**src/rtl/tap_result_pkg.sv**
```systemverilog
// Shared types and constants for the tap result collector.
// Optional macro: TAP_RESULT_TIMESTAMP_EN adds a 32-bit capture timestamp.
package tap_result_pkg;

  localparam logic [7:0] FRAME_HDR = 8'hA5;
  localparam int         TS_W      = 32;

`ifdef TAP_RESULT_TIMESTAMP_EN
  typedef enum logic [2:0] {
    S_IDLE,
    S_HDR,
    S_BODY,
    S_TS,
    S_TRL
  } ser_state_e;
`else
  typedef enum logic [1:0] {
    S_IDLE,
    S_HDR,
    S_BODY,
    S_TRL
  } ser_state_e;
`endif

  // Bytes on the wire per result, header and trailer included.
  function automatic int frame_len(input int num_of_taps);
`ifdef TAP_RESULT_TIMESTAMP_EN
    return num_of_taps + 2 + TS_W / 8;
`else
    return num_of_taps + 2;
`endif
  endfunction

endpackage

```
**src/rtl/tap_result_fifo.sv**
```systemverilog
// Synchronous FIFO, pointers carry a wrap bit for full/empty.
// Ports: clk, res (async low), wr_en/din, rd_en/dout, full, empty.
module tap_result_fifo #(
  parameter int WIDTH = 8,
  parameter int DEPTH = 4
) (
  input  logic             clk,
  input  logic             res,
  input  logic             wr_en,
  input  logic [WIDTH-1:0] din,
  input  logic             rd_en,
  output logic [WIDTH-1:0] dout,
  output logic             full,
  output logic             empty
);

  localparam int AW = $clog2(DEPTH);

  logic [WIDTH-1:0] mem [DEPTH];
  logic [AW:0]      wp;
  logic [AW:0]      rp;
  logic             do_wr;
  logic             do_rd;

  assign full  = (wp[AW] != rp[AW]) &&
                 (wp[AW-1:0] == rp[AW-1:0]);
  assign empty = (wp == rp);
  assign do_wr = wr_en && !full;
  assign do_rd = rd_en && !empty;
  assign dout  = mem[rp[AW-1:0]];

  always_ff @(posedge clk) begin
    if (do_wr) mem[wp[AW-1:0]] <= din;
  end

  always_ff @(posedge clk or negedge res) begin
    if (!res) begin
      wp <= '0;
      rp <= '0;
    end else begin
      if (do_wr) wp <= wp + 1'b1;
      if (do_rd) rp <= rp + 1'b1;
    end
  end

endmodule

```
**src/rtl/tap_result_collector.sv**
```systemverilog
// Captures NLFSR tap search results, restarts the search, frames results.
// Ports: clk, res, found, co_buf -> search_res, tx_*, fifo_full, counters.
// Optional macro: TAP_RESULT_TIMESTAMP_EN (timestamp bytes after body).
module tap_result_collector
  import tap_result_pkg::*;
#(
  parameter int NUM_OF_TAPS = 16,
  parameter int DEPTH       = 4,
  parameter int CNT_W       = 16
) (
  input  logic                     clk,
  input  logic                     res,
  input  logic                     found,
  input  logic [NUM_OF_TAPS*8-1:0] co_buf,
  output logic                     search_res,
  output logic [7:0]               tx_data,
  output logic                     tx_valid,
  input  logic                     tx_ready,
  output logic                     fifo_full,
  output logic [CNT_W-1:0]         found_cnt,
  output logic [CNT_W-1:0]         drop_cnt
);

  localparam int BODY_W = NUM_OF_TAPS * 8;
`ifdef TAP_RESULT_TIMESTAMP_EN
  localparam int ENT_W  = BODY_W + TS_W;
`else
  localparam int ENT_W  = BODY_W;
`endif
  localparam int IDX_W  =
    (NUM_OF_TAPS > 1) ? $clog2(NUM_OF_TAPS) : 1;
  localparam logic [IDX_W-1:0] IDX_LAST =
    IDX_W'(NUM_OF_TAPS - 1);
  localparam logic [CNT_W-1:0] CNT_MAX = '1;

  ser_state_e        state;
  logic              found_q;
  logic              cap;
  logic              wr_en;
  logic              rd_en;
  logic              full;
  logic              empty;
  logic [ENT_W-1:0]  din;
  logic [ENT_W-1:0]  dout;
  logic [BODY_W-1:0] sh;
  logic [BODY_W-1:0] sh_nx;
  logic [IDX_W-1:0]  idx;
  logic [7:0]        cs;
  logic [7:0]        cs_nx;

  assign cap   = found && !found_q;
  assign wr_en = cap && !full;
  assign rd_en = (state == S_IDLE) && !empty;
  assign sh_nx = sh >> 8;
  assign cs_nx = cs ^ tx_data;

  assign fifo_full = full;

`ifdef TAP_RESULT_TIMESTAMP_EN
  logic [TS_W-1:0] cyc;
  logic [TS_W-1:0] tsh;
  logic [TS_W-1:0] tsh_nx;
  logic [1:0]      tidx;

  assign tsh_nx = tsh >> 8;
  assign din    = {cyc, co_buf};

  always_ff @(posedge clk or negedge res) begin
    if (!res) cyc <= '0;
    else      cyc <= cyc + 1'b1;
  end
`else
  assign din = co_buf;
`endif

  tap_result_fifo #(
    .WIDTH (ENT_W),
    .DEPTH (DEPTH)
  ) u_fifo (
    .clk   (clk),
    .res   (res),
    .wr_en (wr_en),
    .din   (din),
    .rd_en (rd_en),
    .dout  (dout),
    .full  (full),
    .empty (empty)
  );

  // Rising-edge capture; drops are still acknowledged with a restart.
  always_ff @(posedge clk or negedge res) begin
    if (!res) begin
      found_q    <= 1'b0;
      search_res <= 1'b0;
      found_cnt  <= '0;
      drop_cnt   <= '0;
    end else begin
      found_q    <= found;
      search_res <= cap;
      if (cap && !full && found_cnt != CNT_MAX)
        found_cnt <= found_cnt + 1'b1;
      if (cap && full && drop_cnt != CNT_MAX)
        drop_cnt <= drop_cnt + 1'b1;
    end
  end

  // Each state presents its byte one edge ahead; sh shifts per
  // accepted body byte so the next byte is always sh_nx[7:0].
  always_ff @(posedge clk or negedge res) begin
    if (!res) begin
      state    <= S_IDLE;
      tx_data  <= '0;
      tx_valid <= 1'b0;
      sh       <= '0;
      idx      <= '0;
      cs       <= '0;
`ifdef TAP_RESULT_TIMESTAMP_EN
      tsh      <= '0;
      tidx     <= '0;
`endif
    end else begin
      unique case (state)
        S_IDLE: begin
          if (!empty) begin
            sh       <= dout[BODY_W-1:0];
`ifdef TAP_RESULT_TIMESTAMP_EN
            tsh      <= dout[ENT_W-1 -: TS_W];
`endif
            cs       <= '0;
            tx_data  <= FRAME_HDR;
            tx_valid <= 1'b1;
            state    <= S_HDR;
          end
        end
        S_HDR: begin
          if (tx_ready) begin
            idx     <= '0;
            tx_data <= sh[7:0];
            state   <= S_BODY;
          end
        end
        S_BODY: begin
          if (tx_ready) begin
            cs <= cs_nx;
            sh <= sh_nx;
            if (idx == IDX_LAST) begin
`ifdef TAP_RESULT_TIMESTAMP_EN
              tidx    <= '0;
              tx_data <= tsh[7:0];
              state   <= S_TS;
`else
              tx_data <= cs_nx;
              state   <= S_TRL;
`endif
            end else begin
              idx     <= idx + 1'b1;
              tx_data <= sh_nx[7:0];
            end
          end
        end
`ifdef TAP_RESULT_TIMESTAMP_EN
        S_TS: begin
          if (tx_ready) begin
            cs  <= cs_nx;
            tsh <= tsh_nx;
            if (tidx == 2'd3) begin
              tx_data <= cs_nx;
              state   <= S_TRL;
            end else begin
              tidx    <= tidx + 1'b1;
              tx_data <= tsh_nx[7:0];
            end
          end
        end
`endif
        S_TRL: begin
          if (tx_ready) begin
            tx_valid <= 1'b0;
            state    <= S_IDLE;
          end
        end
        default: begin
          tx_valid <= 1'b0;
          state    <= S_IDLE;
        end
      endcase
    end
  end

endmodule

```
**config.mk**
```make
export PLATFORM = sky130hd
export DESIGN_NAME = tap_result_collector
export DESIGN_NICKNAME = d
export VERILOG_FILES = /design/src/rtl/tap_result_pkg.sv /design/src/rtl/tap_result_fifo.sv /design/src/rtl/tap_result_collector.sv
export SDC_FILE = /design/constraint.sdc
export NUM_CORES = 1
export LEC_CHECK = 0
export ABC_AREA = 0
export CORE_AREA = 2 2 253 255
export CTS_BUF_LIST = sky130_fd_sc_hd__clkbuf_8
export DETAILED_ROUTE_END_ITERATION = 12
export DIE_AREA = 0 0 255 257
export GPL_TIMING_DRIVEN = 1
export SYNTH_ARGS = -nofsm -noshare
export SYNTH_HDL_FRONTEND = slang
export SYNTH_SLANG_ARGS = --single-unit
```
**constraint.sdc**
```tcl
create_clock -name clk -period 14.3 [get_ports clk]
set_input_delay 2.86 -clock clk [delete_from_list [all_inputs] [get_ports clk]]
set_output_delay 2.86 -clock clk [all_outputs]
set_load 0.01 [all_outputs]
```
==> results of run 1 <==
==> final cells by class <==
class	count	area [um2]
Multi-Input combinational cell	641	7540
Timing Repair Buffer	195	1900
Sequential cell	703	20200
Clock inverter	79	333
Antenna cell	2	5.00
Tap cell	846	1060
Clock buffer	142	1950
Fill cell	5034	29700
Inverter	12	45.0
==> worst max-delay path, delay by kind of cell <==
| family | cells | cell delay, ns |
|---|---|---|
| buffers and inverters | 3 | 2.28 |
| muxes | 1 | 0.41 |
| and+or+nand+nor | 2 | 1.01 |
==> registers in the layout (all words and copies together), names as in the netlist <==
signal	flops
state	2
drop_cnt	16
idx	4
sh	128
tx_valid	1
cs	8
u_fifo.wp	3
u_fifo.mem	512
tx_data	8
search_res	1
u_fifo.rp	3
found_q	1
found_cnt	16
==> layer usage <==
| layer | wire, um | up-vias |
|---|---|---|
| li1 | - | 6182 |
| met1 | 25500 | 7173 |
| met2 | 28100 | 299 |
| met3 | 2670 | 77 |
| met4 | 904 | 8 |
| met5 | 49 | - |
==> synth_stat cells (4+ instances only) <==
library cell  count  area (um2)
nand4_1          16         100
mux4_2          128        2880
edfxtp_1        512       15400
and2_1            7        43.8
xnor2_1          20         175
nand3_1          27         135
nor2b_1          18         113
buf_2            18        90.1
nor3_1           10        50.1
o311ai_0          4        35.0
and3_1            9        56.3
ha_1             14         175
xor2_1           23         201
mux2_2          209        2350
dfrtp_1         191        4780
mux2i_1           5        50.1
nand2_1          24        90.1
inv_1            12        45.0
nor2_1           16        60.1
o21ai_0          18        90.1
clkbuf_1         40         150
mux2_1           52         586
nor4_1            9        56.3
buf_4            12        90.1
a21oi_1           4        20.0
==> cell families (layout without fill, tap and decap cells) <==
group / after synthesis / count (layout) / share of synthesized area [%]
AOI/OAI and AO/OA: 38 / 38 / 0.888
DFF: 703 / 703 / 71.9
adders and majority gates: 14 / 14 / 0.625
muxes: 394 / 394 / 20.9
and+or+nand+nor: 152 / 152 / 2.97
xor gates and xnor gates: 43 / 43 / 1.34
other: 0 / 2 / 0
buffers and inverters: 84 / 428 / 1.37
==> through the flow <==
step / cells / utilization (%) / worst slack, ns / hold WS, ns / area, um2
floorplan: 1428 / - / 7.28 / 0.414 / 28000
global placement: 2397 / 48.9 / 7.52 / 0.465 / 30700
detailed placement: 2397 / 48.9 / 7.45 / 0.453 / 30700
CTS: 2618 / 52.6 / 8.21 / 0.464 / 33000
global route: 2619 / 52.6 / 7.94 / 0.482 / 33000
finish: 2620 / 52.6 / 8.20 / 0.453 / 33000
==> worst max-delay path by stage <==
stage | from | to | slack (ns)
final | tx_ready | sh[96] | 8.20
after global placement | tx_ready | sh[74] | 7.52
after detailed placement | tx_ready | sh[57] | 7.45
after floorplan | found | u_fifo.mem[0][0] | 7.28
after CTS | tx_ready | sh[77] | 8.21
after global routing | tx_ready | sh[74] | 7.94
==> where the power goes <==
group          internal (mW)  switching, mW  leakage [nW]
Clock                  0.894          0.774          1.38
Sequential              2.63          0.230          6.98
Combinational           1.15          0.967          3.34
Total                   4.68           1.97          11.7
==> results.toml, run 1 <==
[global_routing]
antenna_found_initial = 6
grt_overflow_total = 0
track_usage_pct = 18.0
met3_usage_pct = 3.74
met1_usage_pct = 24.6
grt_pass1_wl_mm = 89.1
grt_busiest_layer = "met2"
met2_usage_pct = 29.2
grt_pass1_vias = 15015
grt_max_degree = 72

[setup_path]
cpPeakStageDelay_ns = 0.86
r2r-end = "sh[96]"
critPathKind = "input port to register"
reg2reg_from = "u_fifo.rp[0]"
r2r_slack_ns = 9.72
path_max_fanout = 60
arrival_ns = 6.66
worst_ep_required_time_ns = 14.87
crit_chain = "clkdlybuf4s50_1 > nor2_1 > nor3_4 > buf_4 > buf_4 > mux2_2"
rr_worst_depth = 6
worstSetupEndpointType = "register"
critPathSlowestCell = "nor3_4"
startpoint_type = "input port"
crit_path_frequent_cell = "buf_4"

[die]
start_util_pct = 44.7
core-area_um2 = 62700
core.rowCount = 92
ios = 175
die_h_um = 257
die_w_um = 255
dieArea_um2 = 65500

[power_and_ir_drop]
ir_worst_vdd_mv = 0.177
power.leakage_nw = 11.7
cellPowerDensity_nw_per_um2 = 201
power_mw = 6.65

[finish]
layout-drive-gt1-share_pct = 29.9
final_cell_mix = "512 x edfxtp_1, 209 x mux2_2, 189 x dfrtp_1"
final_common_cell = "edfxtp_1"
syn_to_final_growth_pct = 17.7
nets = 1815

[routing]
dr_total_vias = 13739
drc = 0
wl_mm = 57.2
firstDrtPassIters = 5
wire_per_inst_um = 21.8
drtIter0Drc = 796
vias_per_cell = 5.24
ant_nets = 0

[yosys]
synth_cells = 1428
netlist_area_um2 = 28000
synth_edf_count = 512
syn_avg_cell_area_um2 = 19.6
synth_fp_nets = 1574
ys_seq_area_share_pct = 71.9
synth_async_sr_flop_share_pct = 27.2
synth_cell_types = 43
ys_ff_latch = 703
yosys_warnings = 0
ys.flop_type = "edfxtp_1"

[clock_tree]
cts_resized = 0
cts_made_buffers = 116
ctsHtreeMaxLevel = 3
holdBufCountCts = 0
insertion_delay_ns = 0.70
postCtsSetupBuffers = 0
cts-root-buf = "clkbuf_8"
cts_max_path_buffers = 3
cts_sinks = 703
cts_tree = "done"
path_clk_slew_ns = 0.06

[placed_design]
port_buffers = 174
dp_hpwl_mm = 33.6
gp_congestion = 0.783

[hold_path]
hp-class = "register to register"
min_to = "search_res"
worstHoldStart = "found_q"
worstHoldPathCells = 1

[timing]
slew_headroom_pct = 26.2
setup_viol = 0
min_period_ns = 6.10
drv_slew = 0
fin_crit_sh_pct = 42.6
fmax_ghz = 0.164
worst_slew_pin_slew_ns = 1.11
rsz0062_at_grt = "no"
fin_skew_ns = 0.0345
setup_tns_ns = 0
hold_viol = 0

[run]
drv.max_cap_violation_count = 0

[status]
status = "completed"
No activity file was read; power rests on OpenSTA's default activity.
==> run 2, diff against run 1 <==
==> constraint.sdc (replaced) <==
create_clock -name clk -period 5.9 [get_ports clk]
set_input_delay 1.18 -clock clk [delete_from_list [all_inputs] [get_ports clk]]
set_output_delay 1.18 -clock clk [all_outputs]
set_load 0.01 [all_outputs]
==> run 2 against run 1 <==
Final cell count about the same; hold slack better by 0.028 ns; largest cell class unchanged; die area unchanged; global-route usage rose by 0.30 points; critical path depth shrank 3; total power up 140%; non-clock buffer count is 4 higher; highest routed layer unchanged; combinational power up 150%.
==> results.toml, run 2 (synthesis gave the netlist of run 1 again) <==
[setup_path]
rr_worst_depth = 5
worstSetupEndpointType = "output pin"
critPathKind = "register to output pin"
startpoint_type = "register"
worst_ep_required_time_ns = 4.72
arrival_ns = 2.84
path_max_fanout = 28

[timing]
min_period_ns = 4.02
slew_headroom_pct = 24.3
rsz0062_at_grt = "no"
fmax_ghz = 0.249
drv_slew = 0
fin_skew_ns = 0.0353
setup_viol = 0
fin_crit_sh_pct = 68.1
worst_slew_pin_slew_ns = 1.13
hold_viol = 0
setup_tns_ns = 0

[die]
core-area_um2 = 62700
start_util_pct = 44.7
die_w_um = 255
core.rowCount = 92
ios = 175
dieArea_um2 = 65500
die_h_um = 257

[finish]
nets = 1816
final_util_pct = 52.6
multiInputGateArea_um2 = 7540
instances_no_fill = 2619
layout-drive-gt1-share_pct = 30.0
final_cell_mix = "512 x edfxtp_1, 209 x mux2_2, 189 x dfrtp_1"
largest_reg_flops = 512
final_common_cell = "edfxtp_1"
fillers = 5108
ff_latch_area_um2 = 20200
syn_to_final_growth_pct = 17.8

[power_and_ir_drop]
ir_worst_vdd_mv = 0.345
p_clk_share_pct = 24.5
p_seq_share_pct = 43.2
cellPowerDensity_nw_per_um2 = 488
combPwrFrac_pct = 32.2
power.leakage_nw = 11.7
switchingPower_mw = 4.83
internal_power_mw = 11.3
swShare_pct = 30.0

[routing]
drtIter0Drc = 735
drc = 0
vias_per_cell = 5.29
wire_per_inst_um = 22.2
dr_total_vias = 13861
ant_nets = 0
firstDrtPassIters = 5
wl_mm = 58.1

[clock_tree]
postCtsSetupBuffers = 0
insertion_delay_ns = 0.72
cts_tree = "done"
path_clk_slew_ns = 0.06
holdBufCountCts = 0
cts_resized = 0
ctsHtreeMaxLevel = 3
cts_sinks = 703
cts-root-buf = "clkbuf_8"
cts_max_path_buffers = 3
cts_made_buffers = 113

[global_routing]
grt_pass1_vias = 15248
track_usage_pct = 18.3
grt_max_degree = 105
antenna_found_initial = 4
grt_pass1_wl_mm = 90.1
grt_overflow_total = 0

[hold_path]
hp-class = "register to register"
worstHoldPathCells = 1

[status]
status = "completed"

[run]
drv.max_cap_violation_count = 0

[placed_design]
port_buffers = 174
dpl.cell_count = 2401
dp_hpwl_mm = 33.8
gp_congestion = 0.762
==> run 2: cell count changes in the layout (fill, tap and decap cells not counted), sizes merged <==
cell	previous run	this run
buf	21	25
clkinv	24	28
clkbuf	143	128
bufinv	0	2
clkinvlp	1	3
inv	66	68
==> run 2: path summary, 6_finish.rpt <==
check,slack [ns],to,start
setup / recovery,1.88,fifo_full,u_fifo.rp[0]
hold / removal,0.48,sh[18],sh[18]
setup reg to reg,2.32,sh[106],u_fifo.rp[0]
hold reg to reg,0.48,sh[18],sh[18]
max in group asynchronous,4.00,u_fifo.rp[0],res
min in group asynchronous,0.54,sh[125],res
==> run 2: final cells by class <==
cell class / instances / area share (%)
clock buffer: 127 / 5.29
timing repair buffer: 199 / 6.16
tap: 846 / 3.20
antenna: 2 / 0.0152
clock inverter: 89 / 1.32
sequential: 703 / 61.0
multi-input combinational: 641 / 22.8
inverter: 12 / 0.136
==> run 2: critical path, stage by stage (launching register included) <==
cell and delay [ns]:
dfrtp_4 0.72, xnor2_1 0.59, and3_1 0.25, clkdlybuf4s50_1 0.55
==> run 2: metal layers <==
layer	up-vias	wire length (um)	global-route usage [%]
met4	6	1140	6.08
met5	-	38	0
li1	6179	-	-
met3	83	2960	3.86
met1	7265	25100	24.5
met2	328	28800	29.9
==> run 2: power by group through the flow <==
stage | clock (mW) | combinational (mW) | sequential, mW
after floorplan | 0 | 4.06 | 6.83
after global placement | 0 | 5.21 | 7.04
after detailed placement | 0 | 5.31 | 7.08
after CTS | 4.10 | 5.34 | 6.98
after global routing | 4.32 | 5.68 | 7.09
final | 3.95 | 5.20 | 6.97
==> run 2: metrics by stage <==
step	power (mW)	worst slack, ns	hold WS, ns	cell area (um2)
after floorplan	10.9	0.562	0.414	28000
after global routing	17.1	1.68	0.499	33000
after global placement	12.3	1.94	0.463	30800
after detailed placement	12.4	1.91	0.453	30800
after CTS	16.4	1.79	0.486	33000
final	16.1	1.88	0.481	33000
==> run 3, diff against run 2 <==
--- a/config.mk
+++ b/config.mk
@@ -11,6 +11,7 @@
 export DETAILED_ROUTE_END_ITERATION = 12
 export DIE_AREA = 0 0 255 257
 export GPL_TIMING_DRIVEN = 1
+export PLACE_DENSITY = 0.65
 export SYNTH_ARGS = -nofsm -noshare
 export SYNTH_HDL_FRONTEND = slang
 export SYNTH_SLANG_ARGS = --single-unit
==> constraint.sdc (replaced) <==
create_clock -name clk -period 3.34 [get_ports clk]
set_input_delay 0.668 -clock clk [delete_from_list [all_inputs] [get_ports clk]]
set_output_delay 0.668 -clock clk [all_outputs]
set_load 0.01 [all_outputs]
==> run 3 against run 2 <==
Register-to-register slack got worse by 1.7 ns; largest power group unchanged; die area did not move; flip-flop and latch count did not move; worst setup slack got worse by 1.8 ns; total power rose by 77%; critical path depth did not move.
==> results.toml, run 3 (synthesis gave the netlist of run 1 again) <==
[status]
status = "completed"

[clock_tree]
cts_max_path_buffers = 3
ctsHtreeMaxLevel = 3
cts_sinks = 703
path_clk_slew_ns = 0.07
postCtsSetupBuffers = 0
cts-root-buf = "clkbuf_8"
cts_tree = "done"
cts_made_buffers = 111
insertion_delay_ns = 0.71

[timing]
slew_headroom_pct = 35.1
hold_viol = 0
setup_viol = 0
min_period_ns = 3.25
fin_skew_ns = 0.0378
setup_tns_ns = 0
drv_slew = 0
fin_crit_sh_pct = 97.2
setup_ws_ns = 0.0946
rsz0062_at_grt = "no"
worst_slew_pin_slew_ns = 0.974
fmax_ghz = 0.308

[die]
core-area_um2 = 62700
ios = 175
die_w_um = 255
core.rowCount = 92
dieArea_um2 = 65500
die_h_um = 257
start_util_pct = 44.7

[routing]
highest_layer = "met5"
vias_per_cell = 5.31
wl_met1_mm = 24.9
ant_nets = 0
firstDrtPassIters = 6
drtIter0Drc = 898
wire_per_inst_um = 21.7
dr_wl_met3_mm = 2.39
dr_total_vias = 13925
wl_met2_mm = 28.6
drc = 0
wl_mm = 56.8

[global_routing]
grt_pass1_vias = 15103
track_usage_pct = 17.8
grt_pass1_wl_mm = 88.4
antenna_found_initial = 2
grt_max_degree = 131
grt_overflow_total = 0

[setup_path]
startpoint_type = "register"
path_max_fanout = 6
worstSetupEndpointType = "output pin"
critPathKind = "register to output pin"
arrival_ns = 2.58
worst_ep_required_time_ns = 2.67

[finish]
fin_area_um2 = 33300
nets = 1826
layout-drive-gt1-share_pct = 29.9
final_cell_mix = "512 x edfxtp_1, 209 x mux2_2, 189 x dfrtp_1"
largest_reg_flops = 512
syn_to_final_growth_pct = 18.8
final_common_cell = "edfxtp_1"

[power_and_ir_drop]
power.leakage_nw = 11.8
cellPowerDensity_nw_per_um2 = 859
ir_worst_vdd_mv = 0.931

[hold_path]
hp-class = "input port to asynchronous set/reset pin"

[placed_design]
placed_area_um2 = 31100
dpl_worst_slack_ns = 0.414
dp_hpwl_mm = 33.9
port_buffers = 174
gp_congestion = 0.788

[run]
drv.max_cap_violation_count = 0
-- run 3: layer usage --
layer | vias to the layer above | GRT usage [%]
met2 | 310 | 29.7
met1 | 7333 | 23.7
li1 | 6216 | -
met3 | 64 | 3.36
met4 | 2 | 5.31
met5 | - | 0
-- run 3: metrics by stage --
| stage | utilization, % | hold slack (ns) | power, mW | std cells |
|---|---|---|---|---|
| floorplan | - | 0.372 | 19.2 | 1428 |
| global placement | 49.6 | 0.463 | 21.8 | 2412 |
| detailed placement | 49.6 | 0.473 | 22.0 | 2412 |
| CTS | 53.1 | 0.435 | 29.0 | 2622 |
| global route | 53.1 | 0.474 | 30.2 | 2623 |
| finish | 53.1 | 0.477 | 28.6 | 2623 |
-- run 3: what timing repair did --
| item | in CTS | in global routing |
|---|---|---|
| endpoints found under the setup margin | 0 | 1 |
| hold buffers | 1 | 0 |
| endpoints found under the hold margin | 42 | 0 |
| resized for setup | 0 | 1 |
-- run 3: final timing paths --
path,to,cells past startpoint,startpoint,slack (ns)
setup reg to reg,sh[86],6,state[0],0.59
max in group asynchronous,tx_data[4],3,res,2.06
setup / recovery,fifo_full,3,u_fifo.rp[1],0.09
hold reg to reg,search_res,1,found_q,0.48
hold / removal,found_cnt[6],2,res,0.48
min in group clk,search_res,1,found_q,0.48
-- run 3: layout make-up --
type / instances / area (um2)
Fill cell: 4931 / 29400
Clock inverter: 79 / 387
Sequential cell: 703 / 20200
Multi-Input combinational cell: 641 / 7550
Tap cell: 846 / 1060
Antenna cell: 1 / 2.50
Timing Repair Buffer: 211 / 2330
Inverter: 12 / 45.0
Clock buffer: 130 / 1790
-- run 3: power breakdown --
group	internal, mW	total [mW]	switching, mW
Combinational	5.17	9.52	4.35
Sequential	11.3	12.1	0.874
Clock	3.69	6.96	3.27
-- run 3: critical path, stage by stage, from the launching register on --
cell	delay (ns)
dfrtp_4	0.49
xnor2_1	0.56
and3_1	0.26
clkdlybuf4s50_1	0.56
